--- src/rtl/if_fetch_pkg.sv ---
// Shared types and constants for the IF-stage fetch engine.
package if_fetch_pkg;

    localparam int unsigned INST_ADDR_W  = 32;
    localparam int unsigned INST_W       = 32;
    localparam int unsigned STALL_W      = 6;
    localparam int unsigned IF_STALL_BIT = 1;

    localparam logic STOP    = 1'b1;
    localparam logic NO_STOP = 1'b0;

    localparam logic [INST_W-1:0] ZERO_WORD = '0;

    typedef enum logic [1:0] {
        ST_FETCH   = 2'd0,
        ST_VALID   = 2'd1,
        ST_DISCARD = 2'd2
    } fetch_state_e;

    // Payload handed to the IF/ID pipeline register.
    typedef struct packed {
        logic [INST_ADDR_W-1:0] pc;
        logic [INST_W-1:0]      inst;
    } if_word_t;

endpackage

--- src/rtl/if_fetch.sv ---
// IF-stage fetch engine: owns the PC, runs the ibus req/ack handshake and
// presents {if_pc, if_inst}; handles flush redirects and delay-slot branches.
module if_fetch
    import if_fetch_pkg::*;
#(
    parameter logic [INST_ADDR_W-1:0] RESET_PC = 32'h0000_0000
) (
    input  logic                   clk,
    input  logic                   rst,
    input  logic [STALL_W-1:0]     stall,
    input  logic                   flush,
    input  logic [INST_ADDR_W-1:0] new_pc,
    input  logic                   branch_flag_i,
    input  logic [INST_ADDR_W-1:0] branch_target_address_i,
    output logic                   ibus_req_o,
    output logic [INST_ADDR_W-1:0] ibus_addr_o,
    input  logic [INST_W-1:0]      ibus_data_i,
    input  logic                   ibus_ack_i,
    output logic                   stallreq_o,
    output logic [INST_ADDR_W-1:0] if_pc,
    output logic [INST_W-1:0]      if_inst
);

    fetch_state_e           state_q, state_d;
    logic [INST_ADDR_W-1:0] pc_q, pc_d;
    logic                   req_q, req_d;
    logic [INST_ADDR_W-1:0] addr_q, addr_d;
    if_word_t               word_q, word_d;
    logic                   redir_valid_q, redir_valid_d;
    logic [INST_ADDR_W-1:0] redir_pc_q, redir_pc_d;

    logic                   ack;
    logic                   consume;
    logic [INST_ADDR_W-1:0] next_pc;

    // Only the IF bit of the stall vector matters here.
    logic unused_stall;
    assign unused_stall = ^{stall[STALL_W-1:IF_STALL_BIT+1], stall[IF_STALL_BIT-1:0]};

    assign ack     = ibus_ack_i & req_q;
    assign consume = (stall[IF_STALL_BIT] == NO_STOP);

    // A branch seen while the delay slot is being consumed wins over a stored redirect.
    always_comb begin
        if (branch_flag_i) begin
            next_pc = branch_target_address_i;
        end else if (redir_valid_q) begin
            next_pc = redir_pc_q;
        end else begin
            next_pc = INST_ADDR_W'(pc_q + INST_ADDR_W'(4));
        end
    end

    always_comb begin
        state_d       = state_q;
        pc_d          = pc_q;
        req_d         = req_q;
        addr_d        = addr_q;
        word_d        = word_q;
        redir_valid_d = redir_valid_q;
        redir_pc_d    = redir_pc_q;

        if (flush) begin
            redir_valid_d = 1'b0;
            pc_d          = new_pc;
            if ((state_q == ST_FETCH || state_q == ST_DISCARD) && !ack) begin
                // Request still in flight: keep req/addr stable and drop its data later.
                state_d = ST_DISCARD;
            end else begin
                state_d     = ST_FETCH;
                req_d       = 1'b1;
                addr_d      = new_pc;
                word_d.pc   = ZERO_WORD;
                word_d.inst = ZERO_WORD;
            end
        end else begin
            case (state_q)
                ST_FETCH: begin
                    if (branch_flag_i) begin
                        redir_valid_d = 1'b1;
                        redir_pc_d    = branch_target_address_i;
                    end
                    if (ack) begin
                        state_d     = ST_VALID;
                        req_d       = 1'b0;
                        word_d.pc   = pc_q;
                        word_d.inst = ibus_data_i;
                    end
                end
                ST_VALID: begin
                    if (consume) begin
                        state_d       = ST_FETCH;
                        pc_d          = next_pc;
                        addr_d        = next_pc;
                        req_d         = 1'b1;
                        redir_valid_d = 1'b0;
                        word_d.pc     = ZERO_WORD;
                        word_d.inst   = ZERO_WORD;
                    end else if (branch_flag_i) begin
                        redir_valid_d = 1'b1;
                        redir_pc_d    = branch_target_address_i;
                    end
                end
                ST_DISCARD: begin
                    if (ack) begin
                        state_d = ST_FETCH;
                        addr_d  = pc_q;
                        req_d   = 1'b1;
                    end
                end
                default: begin
                    state_d     = ST_FETCH;
                    addr_d      = pc_q;
                    req_d       = 1'b1;
                    word_d.pc   = ZERO_WORD;
                    word_d.inst = ZERO_WORD;
                end
            endcase
        end
    end

    always_ff @(posedge clk or negedge rst) begin
        if (!rst) begin
            state_q       <= ST_FETCH;
            pc_q          <= RESET_PC;
            req_q         <= 1'b1;
            addr_q        <= RESET_PC;
            word_q        <= '0;
            redir_valid_q <= 1'b0;
            redir_pc_q    <= '0;
        end else begin
            state_q       <= state_d;
            pc_q          <= pc_d;
            req_q         <= req_d;
            addr_q        <= addr_d;
            word_q        <= word_d;
            redir_valid_q <= redir_valid_d;
            redir_pc_q    <= redir_pc_d;
        end
    end

    assign ibus_req_o  = req_q;
    assign ibus_addr_o = addr_q;
    assign stallreq_o  = (state_q == ST_FETCH) || (state_q == ST_DISCARD);
    assign if_pc       = word_q.pc;
    assign if_inst     = word_q.inst;

endmodule
--- config.mk ---
export PLATFORM = sky130hd
export DESIGN_NAME = if_fetch
export DESIGN_NICKNAME = d
export VERILOG_FILES = /design/src/rtl/if_fetch_pkg.sv /design/src/rtl/if_fetch.sv
export SDC_FILE = /design/constraint.sdc
export NUM_CORES = 1
export LEC_CHECK = 0
export BUFFER_PORTS_ARGS = -buffer_cell sky130_fd_sc_hd__clkbuf_2
export CAP_MARGIN = 20
export CORE_MARGIN = 2
export CORE_UTILIZATION = 55
export CTS_BUF_LIST = sky130_fd_sc_hd__clkbuf_2
export CTS_CLUSTER_DIAMETER = 30
export DETAILED_ROUTE_END_ITERATION = 10
export GPL_TIMING_DRIVEN = 0
export HOLD_SLACK_MARGIN = 0.15
export PLACE_DENSITY = 0.89
export SETUP_SLACK_MARGIN = 0.1
export SLEW_MARGIN = 20
export SYNTH_ARGS = -nofsm -noshare
export SYNTH_HDL_FRONTEND = slang
export SYNTH_SLANG_ARGS = --single-unit
--- constraint.sdc ---
create_clock -name clk -period 2.5 [get_ports clk]
set_clock_uncertainty 0.1 [all_clocks]
set_input_delay 0.125 -clock clk [delete_from_list [all_inputs] [get_ports clk]]
set_output_delay 0.125 -clock clk [all_outputs]
set_load 0.02 [all_outputs]
# == After elaboration in Yosys (flattened, before gate mapping) ==
# Cells that the tools add are included.
# word_totals
ff_bits,164
latchBits,0
ramBits,0
mem_bits_ro,0
mem_count,0
# op_classes
add_sub_neg,1
mul,0
div,0
n_lt_le_gt_ge,0
n_eq_ne,10
shift,0
muxes,33
bitwise,2
n_reduce_logical,13
# ops
operator,count
32-bit 2-to-1 mux,10
64-bit 2-to-1 mux,4
64-bit case mux with 3 select lines,1
32-bit case mux with 3 select lines,1
32-bit case mux with 2 select lines,1
32-bit by 3-bit adder with 32-bit output (second input constant),1
4-bit AND reduction,3
2-bit 2-to-1 mux,5
3-bit inequality test (second input constant),3
1-bit 2-to-1 mux,8
2-bit inequality test (second input constant),4
2-bit case mux with 3 select lines,1
3-bit AND reduction,2
2-bit nonzero test,2
1-bit case mux with 3 select lines,1
3-bit nonzero test,1
2-bit by 1-bit equality test with 1-bit output (second input constant),1
2-bit equality test (second input constant),1
2-bit logical NOT,1
2-bit by 1-bit inequality test with 1-bit output (second input constant),1
1-bit case mux with 2 select lines,1
2-bit AND reduction,1
1-bit AND,1
1-bit logical AND,1
3 further kinds,3

# == Logic depth before layout (Yosys ltp) ==
# Gate-level depths: netlist of run 1.
# logic_depth
word_depth,6
mapped_depth,8
depth_no_buf,6

# == Worst setup path before layout of run 1 ==
# Ideal clock, no wire load.
# synth_path
kind,register to register
from,register pc_q[2]
to,register pc_q[30]
setup_time_ps,123
arrival_time_ps,2045
t_required_ps,2277
path_slack_ps,233
stages_incl_launch_ff,8
cell_sequence,dfrtp_1 -> ha_1 -> nand3_1 -> or4_1 -> buf_2 -> nor4_1 -> mux2i_1 -> o21ai_1
# synth_between
elab_chain_len,6
# synth_lines
item,line,rtl
start: declaration,if_fetch.sv:25,"logic [INST_ADDR_W-1:0] pc_q, pc_d;"
start signal: assignment,if_fetch.sv:133,pc_q <= pc_d;
32-bit by 3-bit adder with 32-bit output,if_fetch.sv:50,next_pc = INST_ADDR_W'(pc_q + INST_ADDR_W'(4));
32-bit 2-to-1 mux,if_fetch.sv:47,end else if (redir_valid_q) begin
32-bit 2-to-1 mux,if_fetch.sv:45,if (branch_flag_i) begin
32-bit 2-to-1 mux,if_fetch.sv:91,if (consume) begin
32-bit 2-to-1 mux,if_fetch.sv:77,case (state_q)
32-bit 2-to-1 mux,if_fetch.sv:63,if (flush) begin
# No other way between the ends. The select of a mux whose other input is x is not followed.
# A chain may end at the register's enable or synchronous reset.

# == Worst setup path in the final report of run 1 ==
# layout_path
from,register pc_q[12]
to,register addr_q[18] (netlist: ibus_addr_o[18])
# layout_between
elab_chain_len,6
# layout_lines
item,line,rtl
32-bit by 3-bit adder with 32-bit output,if_fetch.sv:50,
32-bit 2-to-1 mux,if_fetch.sv:47,
32-bit 2-to-1 mux,if_fetch.sv:45,
32-bit 2-to-1 mux,if_fetch.sv:91,
32-bit case mux with 3 select lines,if_fetch.sv:77,
32-bit 2-to-1 mux,if_fetch.sv:63,
end signal: assignment,if_fetch.sv:135,addr_q <= addr_d;
end: declaration,if_fetch.sv:27,"logic [INST_ADDR_W-1:0] addr_q, addr_d;"
# No other way between the ends. The select of a mux whose other input is x is not followed.

==> flow_summary.yaml, run 1 <==
run_status:
  run_status: "complete, but fails checks"
  violations: "setup timing"
detailed_routing:
  routed_via_density: 6.642
  drt-met1-wl_mm: 11.97
  drtAntennaViolNets: 0
  wirelength_mm: 34.28
  wl_per_cell_um: 23.79
  drt-initial-drc-count: 1639
  via_count: 9571
  wl_met2_mm: 15.65
  first_pass_iters: 7
  highest_layer: "met4"
  drcViolationCount: 0
  wl_met3_mm: 4.493
global_routing:
  grt_usage_pct: 42.76
  antenna_found_initial: 1
  grt_first_pass_wirelength_mm: 52.14
  grt_pass1_vias: 9418
  grt_max_degree: 85
  grt_overflow_total: 0
cts:
  cts_buffers: 17
  htreeDepth: 4
  max-clock-path-buffers: 2
  cts.sinks: 164
  clk_pin_slew_ns: 0.24
  cts_tree: "done"
  clk-insertion-delay-late_ns: 0.83
  clock-root-buffer: "clkbuf_2"
yosys:
  syn_area_per_cell_um2: 10.05
  synth_most_common_cell: "dfrtp_1"
  syn-cell-area_um2: 8130
  synth_cells: 809
  yosysWarnings: 0
  netlist_top_cells_count: "dfrtp_1 (163), a22o_1 (68), clkbuf_1 (59)"
  async_reset_ff_share_pct: 100.0
  seq_area_frac_synth_pct: 50.49
  synthDominantCellAreaShare_pct: 50.17
  ys.flop_type: "dfrtp_1"
  synth_nets: 917
  synth_area_leaders: "dfrtp_1 (50%), a22o_1 (7.3%), mux2_2 (4.8%)"
  netlist.top_cell.by_area: "dfrtp_1"
  ys_ff_latch: 164
  synth_edf_count: 0
  synth_cell_types: 61
sta:
  grt_setup_unrepaired: "true"
  slew_headroom_pct: 43.19
  fmax_mhz: 399.4
  setup_violations: 1
  hold_viol_final: 0
  fin_crit_sh_pct: 100.2
  slew_viol_final: 0
  finalCriticalPeriod_ns: 2.504
  setup_slack_ns: -0.003932
  worstMarginPinSlew_ns: 0.8522
floorplan:
  start_util_pct: 56.15
  die-width_um: 125.6
  die_area_um2: 15770
  io_pins: 205
  dieHeight_um: 125.6
  rows: 44
  coreArea_um2: 14480
power_and_ir_drop:
  ir_drop_mv: 0.5283
  powerDensity_nw_per_um2: 874.9
  p_total_w: 0.01048
  p_leak_nw: 5.463
worst_hold_path:
  whs_endpoint: "pc_q[7]"
  worstHoldStart: "branch_target_address_i[7]"
  hp-class: "in -> reg"
  hold_depth: 5
setup_path:
  crit_path_start_kind: "flip-flop"
  crit_fanout: 10
  r2r_end: "ibus_addr_o[18]"
  arrival_ns: 3.13
  worstPathRequired_ns: 3.13
  reg2reg_slack_ns: -0.004
  r2r-start: "pc_q[12]"
  crit_type: "reg -> reg"
  worstSetupEndpointType: "flip-flop"
  rr_worst_depth: 7
place:
  placed_cell_area_um2: 9393
  dp.cells: 1193
  portBuffers: 199
  place_hpwl_mm: 19.61
  gp_congestion: 0.9931
final_layout:
  register_area_um2: 4121
  final_cells: 1441
  nFillCells: 796
  multi_input_area_um2: 3829
  final_nets: 1351
  stdcell_area_um2: 11970
  syn_to_final_growth_pct: 47.28
  layout-drive-gt1-share_pct: 28.26
job:
  maxCapViolCount: 0
[cell usage in the layout, fill, tap and decap left out, types with 7 or more instances in the layout]
cell / netlist / layout
a21oi_1: 54 / 54
a22o_1: 68 / 68
a22oi_1: 11 / 11
a31oi_1: 10 / 10
and3_1: 19 / 19
buf_2: 8 / 8
buf_4: 0 / 15
clkbuf_1: 59 / 37
clkbuf_2: 0 / 235
dfrtp_1: 163 / 150
dfrtp_2: 0 / 13
dlygate4sd3_1: 0 / 206
inv_1: 11 / 11
mux2_2: 35 / 35
mux2i_1: 11 / 11
nand2_1: 58 / 57
nand2b_1: 8 / 8
nand3_1: 19 / 18
nand4_1: 8 / 8
nor2_1: 49 / 46
nor3_1: 13 / 11
nor4_1: 15 / 12
o211ai_1: 9 / 9
o21ai_0: 41 / 41
o221ai_1: 11 / 11
o22ai_1: 28 / 28
or3_1: 7 / 7
[flip-flops by register name, summed over array words and instances (netlist names)]
register,count
ibus_addr_o,32
ibus_req_o,1
if_inst,32
if_pc,32
pc_q,32
redir_pc_q,32
redir_valid_q,1
state_q,2
[repair_timing]
item,4_1_cts,5_1_grt
endpoints found under the setup margin,134,84
pin swaps,2,1
endpoints found under the hold margin,298,0
cloned,0,0
gates resized for setup,43,44
setup buffers,6,4
hold buffers,206,0
[critical path, stage by stage (launching register included)]
cell,delay (ns)
dfrtp_1,0.37
buf_4,0.16
nand4_1,0.24
or4_4,0.60
buf_4,0.21
or3_1,0.32
a31o_2,0.22
o22ai_1,0.22
[metal layers]
layer / track usage (%) / up-vias
met5: 0 / -
met2: 68.55 / 918
met4: 23.14 / 0
met1: 52.48 / 4467
met3: 12.20 / 236
li1: - / 3950
[cells by family after synthesis]
kind of cell | count (synthesis) | synth area share, %
xor gates and xnor gates | 6 | 0.6463
buffers and inverters | 88 | 4.186
AOI/OAI and AO/OA | 282 | 24.39
and+or+nand+nor | 222 | 13.93
muxes | 46 | 6.202
DFF | 164 | 50.49
adders and majority gates | 1 | 0.1539
[how the worst max path moves through the flow]
stage | startpoint | cells past startpoint | slack (ns) | end
final | pc_q[12] | 7 | -0.004 | ibus_addr_o[18]
after global routing | pc_q[12] | 7 | -0.08 | pc_q[31]
after CTS | pc_q[3] | 7 | 0.11 | ibus_addr_o[18]
after detailed placement | state_q[1] | 8 | -0.41 | if_pc[23]
after global placement | rst | 1 | -1.61 | if_inst[26]
after floorplan | pc_q[2] | 7 | 0.23 | pc_q[30]
[report_power, final]
part	switching, W	internal [W]	leakage (nW)	total (W)
sequential	0.000755	0.00359	2.02	0.00435
clock	0.00106	0.000466	0.137	0.00153
combinational	0.00281	0.00179	3.31	0.00460
[area by class of cell]
class	instances	area share, %
inverter	12	0.3762
timing repair buffer	416	26.47
sequential	164	34.42
multi-input combinational	557	31.97
buffer	75	2.832
tap	184	1.923
clock buffer	17	0.7106
clock inverter	15	1.275
antenna	1	0.02090
[stage by stage]
stage / hold slack, ns / worst slack (ns) / TNS (ns) / util [%]
finish: 0.1555 / -0.003932 / -0.003932 / 82.70
global route: 0.1634 / -0.07634 / -0.1800 / 82.70
CTS: 0.1520 / 0.1056 / 0 / 81.97
detailed placement: 0.1026 / -0.4087 / -28.06 / 64.87
global placement: 0.2424 / -1.610 / -285.35 / 64.62
floorplan: -0.2706 / 0.2327 / 0 / -
Note: power is estimated with default switching activity, not from simulation.
==> run 2: changes to the inputs <==
--- a/config.mk
+++ b/config.mk
@@ -7,6 +7,7 @@
 export LEC_CHECK = 0
 export BUFFER_PORTS_ARGS = -buffer_cell sky130_fd_sc_hd__clkbuf_2
 export CAP_MARGIN = 20
+export CORE_ASPECT_RATIO = 0.5
 export CORE_MARGIN = 2
 export CORE_UTILIZATION = 55
 export CTS_BUF_LIST = sky130_fd_sc_hd__clkbuf_2
==> flow_summary.yaml, run 2 (synthesized netlist as in run 1, its figures left out) <==
worst_hold_path:
  worstHoldStart: "new_pc[16]"
  hp-class: "in -> reg"
  whs_endpoint: "ibus_addr_o[16]"
  hold_depth: 4
detailed_routing:
  drcViolationCount: 0
  wl_per_cell_um: 24.78
  first_pass_iters: 10
  drt-initial-drc-count: 1944
  wirelength_mm: 36.25
  routed_via_density: 6.880
  via_count: 10070
  drtAntennaViolNets: 0
setup_path:
  crit_fanout: 8
  r2r_end: "ibus_addr_o[31]"
  worstPathRequired_ns: 3.11
  crit_type: "reg -> reg"
  crit_path_start_kind: "flip-flop"
  worstSetupEndpointType: "flip-flop"
  arrival_ns: 3.09
  rr_worst_depth: 5
  r2r-start: "pc_q[18]"
  reg2reg_slack_ns: 0.01
floorplan:
  rows: 31
  die-width_um: 175.9
  die_area_um2: 15830
  io_pins: 205
  coreArea_um2: 14470
  dieHeight_um: 89.97
  start_util_pct: 56.20
global_routing:
  grt_overflow_total: 0
  grt_usage_pct: 43.69
  antenna_found_initial: 0
  grt_pass1_vias: 9713
  grt_max_degree: 84
  grt_first_pass_wirelength_mm: 53.17
sta:
  grt_setup_unrepaired: "true"
  fmax_mhz: 402.2
  finalCriticalPeriod_ns: 2.486
  worstMarginPinSlew_ns: 0.9196
  whs_ns: 0.1232
  hold_viol_final: 0
  fin_crit_sh_pct: 99.46
  slew_viol_final: 0
  setup_violations: 0
  slew_headroom_pct: 38.69
  final.setup.tns_ns: 0
final_layout:
  layout_common_cells: "clkbuf_2 (232), dlygate4sd3_1 (199), dfrtp_1 (149)"
  final_util_pct: 84.31
  final_nets: 1360
  final_cells: 1463
  final_common_cell: "clkbuf_2"
  syn_to_final_growth_pct: 50.03
  layout-drive-gt1-share_pct: 30.59
  num_antenna_cells: 0
cts:
  htreeDepth: 4
  clk-insertion-delay-late_ns: 0.80
  cts_tree: "done"
  clock-root-buffer: "clkbuf_2"
  max-clock-path-buffers: 2
  clk_pin_slew_ns: 0.30
  cts.sinks: 164
  cts_buffers: 17
place:
  gp_congestion: 1.003
  dp.cells: 1207
  place_hpwl_mm: 20.56
  portBuffers: 199
power_and_ir_drop:
  powerDensity_nw_per_um2: 873.3
  power_frac_seq_pct: 41.2
  p_int_w: 0.005763
  sw_frac_of_total_pct: 45.90
  pwr-share-clk_pct: 14.5
  pwr-share-comb_pct: 44.3
  ir_drop_mv: 0.5585
  p_switching_w: 0.004889
  p_leak_nw: 5.595
job:
  maxCapViolCount: 0
run_status:
  run_status: "finished clean"
[run 2: final cells by class]
class,instances,area [µm²]
buffer,71,339.1
tap,198,247.7
clock buffer,17,85.08
sequential,164,4123
fill,767,2270
clock inverter,15,158.9
inverter,12,45.04
multi-input combinational,557,3938
timing repair buffer,429,3262
[run 2: through the flow]
stage	total power [W]	setup WS [ns]	cell area [µm²]
after global routing	0.01097	-0.005902	12200
after global placement	0.008114	-1.630	9374
final	0.01065	0.01355	12200
after CTS	0.01005	-0.02709	11840
after detailed placement	0.008279	-0.4812	9410
after floorplan	0.006712	0.2327	8130
[run 2: repair_timing]
action,in CTS,in global routing
resized for setup,44,66
endpoints found under the setup margin,148,141
gates cloned,0,0
hold buffers,199,0
hold endpoints to repair,298,0
pin swaps,4,11
buffers inserted,9,21
[run 2: power by group through the flow]
| stage | combinational [W] | sequential [W] | clock, W |
|---|---|---|---|
| after floorplan | 0.00185 | 0.00487 | 0 |
| after global routing | 0.00492 | 0.00444 | 0.00161 |
| after CTS | 0.00432 | 0.00424 | 0.00149 |
| final | 0.00472 | 0.00439 | 0.00155 |
| after detailed placement | 0.00400 | 0.00428 | 0 |
| after global placement | 0.00387 | 0.00424 | 0 |
[run 2: how the worst max path moves through the flow]
stage                from               to  slack [ns]  cells past startpoint
2_1_floorplan     pc_q[2]         pc_q[30]        0.23                      7
3_3_place_gp          rst      if_inst[31]       -1.63                      1
3_5_place_dp   state_q[1]      if_inst[22]       -0.48                      8
4_1_cts        state_q[1]  ibus_addr_o[19]       -0.03                      6
5_1_grt          pc_q[12]         pc_q[31]      -0.006                      8
6_report         pc_q[18]  ibus_addr_o[31]        0.01                      5
[run 2: routing by layer]
layer | GRT usage, % | up-vias | wire length, µm
li1 | - | 3965 | -
met1 | 54.49 | 4645 | 12490
met2 | 63.98 | 1091 | 14820
met3 | 18.95 | 365 | 6165
met4 | 24.31 | 0 | 2775
met5 | 0 | - | 0
[run 2: worst max-delay path, cell delays in order, from the launching register on]
cell     delay, ns
dfrtp_2       0.58
nand4_1       0.37
or3_1         0.55
o311a_4       0.43
o31ai_4       0.26
a31oi_1       0.11
